--- config.mk ---
export PLATFORM = sky130hd
export DESIGN_NAME = decode_stage
export DESIGN_NICKNAME = d
export VERILOG_FILES = /design/src/rtl/decode_stage.sv
export SDC_FILE = /design/constraint.sdc
export NUM_CORES = 1
export LEC_CHECK = 0
export ABC_CLOCK_PERIOD_IN_PS = 2080
export BUFFER_PORTS_ARGS = -buffer_cell sky130_fd_sc_hd__buf_2
export CAP_MARGIN = 20
export CORE_UTILIZATION = 48
export DETAILED_ROUTE_END_ITERATION = 8
export PLACE_DENSITY = 0.8
export SETUP_SLACK_MARGIN = 0.1
export SKIP_CTS_REPAIR_TIMING = 1
export SLEW_MARGIN = 20
export SYNTH_ARGS = -nofsm -noshare
export SYNTH_HDL_FRONTEND = slang
export SYNTH_SLANG_ARGS = --single-unit
--- constraint.sdc ---
create_clock -name clk -period 2.08 [get_ports clk]
set_input_delay 0.208 -clock clk [delete_from_list [all_inputs] [get_ports clk]]
set_output_delay 0.208 -clock clk [all_outputs]
set_load 0.02 [all_outputs]
--- src/rtl/decode_stage.sv ---
// decode_stage: RV32 instruction decode stage with registered valid/ready output and flush.
// Define DECODE_SKID_EN to add a 1-entry skid buffer and a registered in_ready.
package opcodes;
  typedef enum logic [6:0] {
    LOAD      = 7'b0000011,
    LOAD_FP   = 7'b0000111,
    CUSTOM_0  = 7'b0001011,
    MISC_MEM  = 7'b0001111,
    OP_IMM    = 7'b0010011,
    AUIPC     = 7'b0010111,
    OP_IMM_32 = 7'b0011011,
    STORE     = 7'b0100011,
    STORE_FP  = 7'b0100111,
    CUSTOM_1  = 7'b0101011,
    AMO       = 7'b0101111,
    OP        = 7'b0110011,
    LUI       = 7'b0110111,
    OP_32     = 7'b0111011,
    MADD      = 7'b1000011,
    MSUB      = 7'b1000111,
    NMSUB     = 7'b1001011,
    NMADD     = 7'b1001111,
    OP_FP     = 7'b1010011,
    CUSTOM_2  = 7'b1011011,
    BRANCH    = 7'b1100011,
    JALR      = 7'b1100111,
    JAL       = 7'b1101111,
    SYSTEM    = 7'b1110011,
    CUSTOM_3  = 7'b1111011
  } opcode_t;

  typedef struct packed {
    logic [31:0] pc;
    logic [6:0]  opcode;
    logic [2:0]  funct3;
    logic        funct7b5;
    logic [4:0]  rd;
    logic [4:0]  rs1;
    logic [4:0]  rs2;
    logic [31:0] imm;
    logic        reg_write;
    logic        mem_read;
    logic        mem_write;
    logic        branch;
    logic        jump;
    logic        alu_imm;
    logic        illegal;
  } bundle_t;
endpackage

module decode_stage import opcodes::*; #(
  parameter int XLEN = 32
) (
  input  logic            clk,
  input  logic            reset,
  input  logic            flush,
  input  logic            in_valid,
  output logic            in_ready,
  input  logic [XLEN-1:0] in_pc,
  input  logic [31:0]     in_inst,
  output logic            out_valid,
  input  logic            out_ready,
  output logic [XLEN-1:0] out_pc,
  output logic [6:0]      out_opcode,
  output logic [2:0]      out_funct3,
  output logic            out_funct7b5,
  output logic [4:0]      out_rd,
  output logic [4:0]      out_rs1,
  output logic [4:0]      out_rs2,
  output logic [XLEN-1:0] out_imm,
  output logic            out_reg_write,
  output logic            out_mem_read,
  output logic            out_mem_write,
  output logic            out_branch,
  output logic            out_jump,
  output logic            out_alu_imm,
  output logic            out_illegal
);
  bundle_t dec, out_q;
  logic accept;
  logic [31:0] imm_i, imm_s, imm_b, imm_u, imm_j;

  assign imm_i = {{20{in_inst[31]}}, in_inst[31:20]};
  assign imm_s = {{20{in_inst[31]}}, in_inst[31:25], in_inst[11:7]};
  assign imm_b = {{19{in_inst[31]}}, in_inst[31], in_inst[7], in_inst[30:25], in_inst[11:8], 1'b0};
  assign imm_u = {in_inst[31:12], 12'b0};
  assign imm_j = {{11{in_inst[31]}}, in_inst[31], in_inst[19:12], in_inst[20], in_inst[30:21], 1'b0};
  assign accept = in_valid && in_ready;

  // Every legal opcode ends in 2'b11, so compressed encodings fall into the default arm.
  always_comb begin
    dec          = '0;
    dec.pc       = in_pc;
    dec.opcode   = in_inst[6:0];
    dec.funct3   = in_inst[14:12];
    dec.funct7b5 = in_inst[30];
    dec.rd       = in_inst[11:7];
    dec.rs1      = in_inst[19:15];
    dec.rs2      = in_inst[24:20];
    dec.alu_imm  = 1'b1;
    case (in_inst[6:0])
      LOAD:             begin dec.imm = imm_i; dec.reg_write = 1'b1; dec.mem_read = 1'b1; end
      OP_IMM:           begin dec.imm = imm_i; dec.reg_write = 1'b1; end
      MISC_MEM, SYSTEM: dec.imm = imm_i;
      JALR:             begin dec.imm = imm_i; dec.reg_write = 1'b1; dec.jump = 1'b1; end
      STORE:            begin dec.imm = imm_s; dec.mem_write = 1'b1; end
      BRANCH:           begin dec.imm = imm_b; dec.branch = 1'b1; dec.alu_imm = 1'b0; end
      LUI, AUIPC:       begin dec.imm = imm_u; dec.reg_write = 1'b1; end
      JAL:              begin dec.imm = imm_j; dec.reg_write = 1'b1; dec.jump = 1'b1; end
      OP:               begin dec.reg_write = 1'b1; dec.alu_imm = 1'b0; end
      default:          begin dec.illegal = 1'b1; dec.alu_imm = 1'b0; end
    endcase
    dec.reg_write = dec.reg_write && (dec.rd != 5'd0);
  end

`ifdef DECODE_SKID_EN
  bundle_t skid_q;
  logic skid_valid;

  assign in_ready = !skid_valid;

  // The skid entry only fills while the output register is stalled, so it always drains first.
  always_ff @(posedge clk) begin
    if (reset) begin
      out_valid  <= 1'b0;
      out_q      <= '0;
      skid_valid <= 1'b0;
      skid_q     <= '0;
    end else if (flush) begin
      out_valid  <= 1'b0;
      skid_valid <= 1'b0;
    end else if (!out_valid || out_ready) begin
      out_valid  <= skid_valid || accept;
      skid_valid <= 1'b0;
      if (skid_valid) out_q <= skid_q;
      else if (accept) out_q <= dec;
    end else if (accept) begin
      skid_q     <= dec;
      skid_valid <= 1'b1;
    end
  end
`else
  assign in_ready = !out_valid || out_ready;

  always_ff @(posedge clk) begin
    if (reset) begin
      out_valid <= 1'b0;
      out_q     <= '0;
    end else if (flush) begin
      out_valid <= 1'b0;
    end else if (in_ready) begin
      out_valid <= accept;
      if (accept) out_q <= dec;
    end
  end
`endif

  assign out_pc        = out_q.pc;
  assign out_opcode    = out_q.opcode;
  assign out_funct3    = out_q.funct3;
  assign out_funct7b5  = out_q.funct7b5;
  assign out_rd        = out_q.rd;
  assign out_rs1       = out_q.rs1;
  assign out_rs2       = out_q.rs2;
  assign out_imm       = out_q.imm;
  assign out_reg_write = out_q.reg_write;
  assign out_mem_read  = out_q.mem_read;
  assign out_mem_write = out_q.mem_write;
  assign out_branch    = out_q.branch;
  assign out_jump      = out_q.jump;
  assign out_alu_imm   = out_q.alu_imm;
  assign out_illegal   = out_q.illegal;
endmodule

==> reports/metrics.yaml <==
min_path_cells: 3
p_seq_share_pct: 54.0
cp_max_fo: 8
synth_compound_area_share_pct: 24.8
cts-buffers-inserted: 9
ys_seq_area_share_pct: 48.3
slowest_delay_ns: 0.39
ioPinCount: 168
crit_arrival_ns: 2.01
synth_cell_type_count: 59
r2r_cells: 5
hold_slack_ns: 0.0657
leakage_nw: 2.31
gp_congestion: 1.02
syn_area_um2: 4060
synthCells: 498
netlist.area_leader.share_pct: 48.3
final_nets: 718
clk_pin_slew_ns: 0.11
clock_sinks: 98
drt_iter0_drc: 144
start_util_pct: 49.4
fin_crit_ns: 1.73
die_h_um: 94.0
worst_pin_slew_ns: 0.958
rows: 33
post-route-period-util_pct: 83.2
path_cells: "nand2b_1 -> nand3b_1 -> nor2_1 -> nand4_1 -> o21ai_0"
cts_root_buf: "clkbuf_8"
cts_tree: "yes"
n_fill_cell: 748
fmax_ghz: 0.578
setup_violations: 0
overflow: 0
critPathKind: "reg -> reg"
grt_pass1_vias: 3688
drt-pass1-iter-count: 5
synth_area_per_cell_um2: 8.15
antenna_found_initial: 0
num_vias: 4143
synth_fp_nets: 567
ant_nets: 0
intPower_mw: 2.57
coreArea_um2: 8220
comb_power_share_pct: 13.6
grt_start_max_net_pins: 54
power_density_nw_per_um2: 703
max-slew-margin-rel_pct: 35.9
dieArea_um2: 8830
rsz0062_at_grt: "false"
synth_edf_count: 0
critPathCaptureType: "flip-flop"
setup_tns_ns: 0
switchingPower_mw: 1.06
skew_ns: 0.0117
min_from: "in_pc[15]"
synth_xor_area_share_pct: 0.216
final_cell_mix: "buf_2 (167), nand2_1 (141), a21oi_1 (102)"
min_to: "out_pc[15]"
crit_slowest_cell: "nor2_1"
die-width_um: 94.0
final_common_cell: "buf_2"
syn_to_final_growth_pct: 27.2
dp_hpwl_um: 8400
yosys.area.top_type: "dfxtp_1"
timing.final.hold_violations: 0
wl_per_cell_um: 14.9
htreeDepth: 3
synthAdderAreaFrac_pct: 0
synth_async_sr_flop_share_pct: 0
start_kind: "flip-flop"
synth.mux.area_fraction_pct: 0
grt_pass1_wl_um: 17500
sw_frac_of_total_pct: 29.2
ys_warn_count: 0
ys_seq_elements: 98
ys.flop_type: "dfxtp_1"
slew_violations: 0
timing.rr.end: "out_imm[17]"
crit-reg2reg-launch: "out_valid"
cp.required_ns: 2.36
totalWireLength_um: 11300
cap_violations: 0
synth_area_leaders: "dfxtp_1 (48%), nand2_1 (13%), a21oi_1 (13%)"
synth-simple-area-share_pct: 22.0
final_util_pct: 62.9
avgViaCountPerCell: 5.46
synth_top_family_by_area: "compound AO/OA/AOI/OAI gates"
drc_errors: 0
irDropWorstVdd_v: 0.000383
antenna_cells: 0
cts_buffer_depth: 2
r2r_slack_ns: 0.35
drive_above_1_share_pct: 32.1
insertion_delay_ns: 0.36
grt_usage_pct: 25.3
numPortBuffers: 167
outcome: "complete, no violations"
clockPowerShare_pct: 32.4
hp-class: "in -> reg"
[cell usage after synthesis (all sizes together) (2+ instances only)]
| master | instances |
|---|---|
| nand4 | 3 |
| buf | 16 |
| a2bb2oi | 8 |
| nor3 | 4 |
| o22ai | 2 |
| nand2b | 3 |
| a22o | 10 |
| a211oi | 2 |
| nor3b | 3 |
| nor2 | 15 |
| o221ai | 2 |
| clkbuf | 22 |
| or4 | 2 |
| a22oi | 4 |
| nand3 | 4 |
| o211ai | 7 |
| nand4bb | 2 |
| and2 | 2 |
| inv | 5 |
| o21ai | 13 |
| dfxtp | 98 |
| a21oi | 103 |
| nand2 | 142 |
| or3 | 3 |
[state kept, by name, summed over array words and instances, names as in the netlist, 3 cells and up]
signal	cells
out_rd	5
out_funct3	3
out_rs1	5
out_opcode	7
out_pc	32
out_imm	32
out_rs2	5
[power groups by stage]
stage	clock (mW)	combinational [mW]	sequential (mW)
after floorplan	0	0.218	2.08
after global placement	0	0.482	2.00
after detailed placement	0	0.493	2.00
after CTS	1.21	0.494	1.96
after global routing	1.28	0.537	1.97
final	1.18	0.494	1.96
[stage by stage]
step / power, mW / cells / instance area (µm²) / setup slack [ns]
detailed placement: 2.50 / 743 / 4970 / 0.239
CTS: 3.67 / 759 / 5170 / 0.307
finish: 3.63 / 759 / 5170 / 0.349
floorplan: 2.29 / 498 / 4060 / 0.335
global route: 3.78 / 759 / 5170 / 0.170
global placement: 2.48 / 743 / 4970 / 0.278
[worst max-delay path by stage]
stage                                to       start  cells after the start  slack (ns)
final                       out_imm[17]   out_valid                      5        0.35
after global routing        out_imm[18]   out_valid                      5        0.17
after CTS                   out_imm[17]   out_valid                      5        0.31
after detailed placement    out_imm[16]  in_inst[4]                      6        0.24
after global placement      out_imm[11]  in_inst[4]                      8        0.28
after floorplan           out_opcode[1]   out_valid                      6        0.33
[kinds of logic after synthesis]
| family | Yosys count |
|---|---|
| flops | 98 |
| xor+xnor | 1 |
| simple gates | 193 |
| buf+inv | 43 |
| compound gates | 163 |
[worst max-delay path: cells and delay by family, from the launching register on]
kind | cells | cell delay (ns)
AOI/OAI and AO/OA | 1 | 0.17
DFF | 1 | 0.34
and+or+nand+nor | 4 | 1.16
[metal layers]
layer	share of wire [%]	GRT usage [%]	vias up
met5	0	0	-
met4	2.1	9.10	0
met3	7.6	5.83	20
met2	49	42.2	165
met1	41	31.9	1922
li1	-	-	2036
[area by class of cell]
class / count / area (µm²) / share of cell area (%)
multi-input combinational: 357 / 1920 / 37.1
timing repair buffer: 178 / 943 / 18.3
clock buffer: 9 / 124 / 2.40
inverter: 5 / 18.8 / 0.363
sequential: 98 / 1960 / 38.0
clock inverter: 7 / 68.8 / 1.33
tap: 105 / 131 / 2.54
Power figures use the tool's default switching activity.
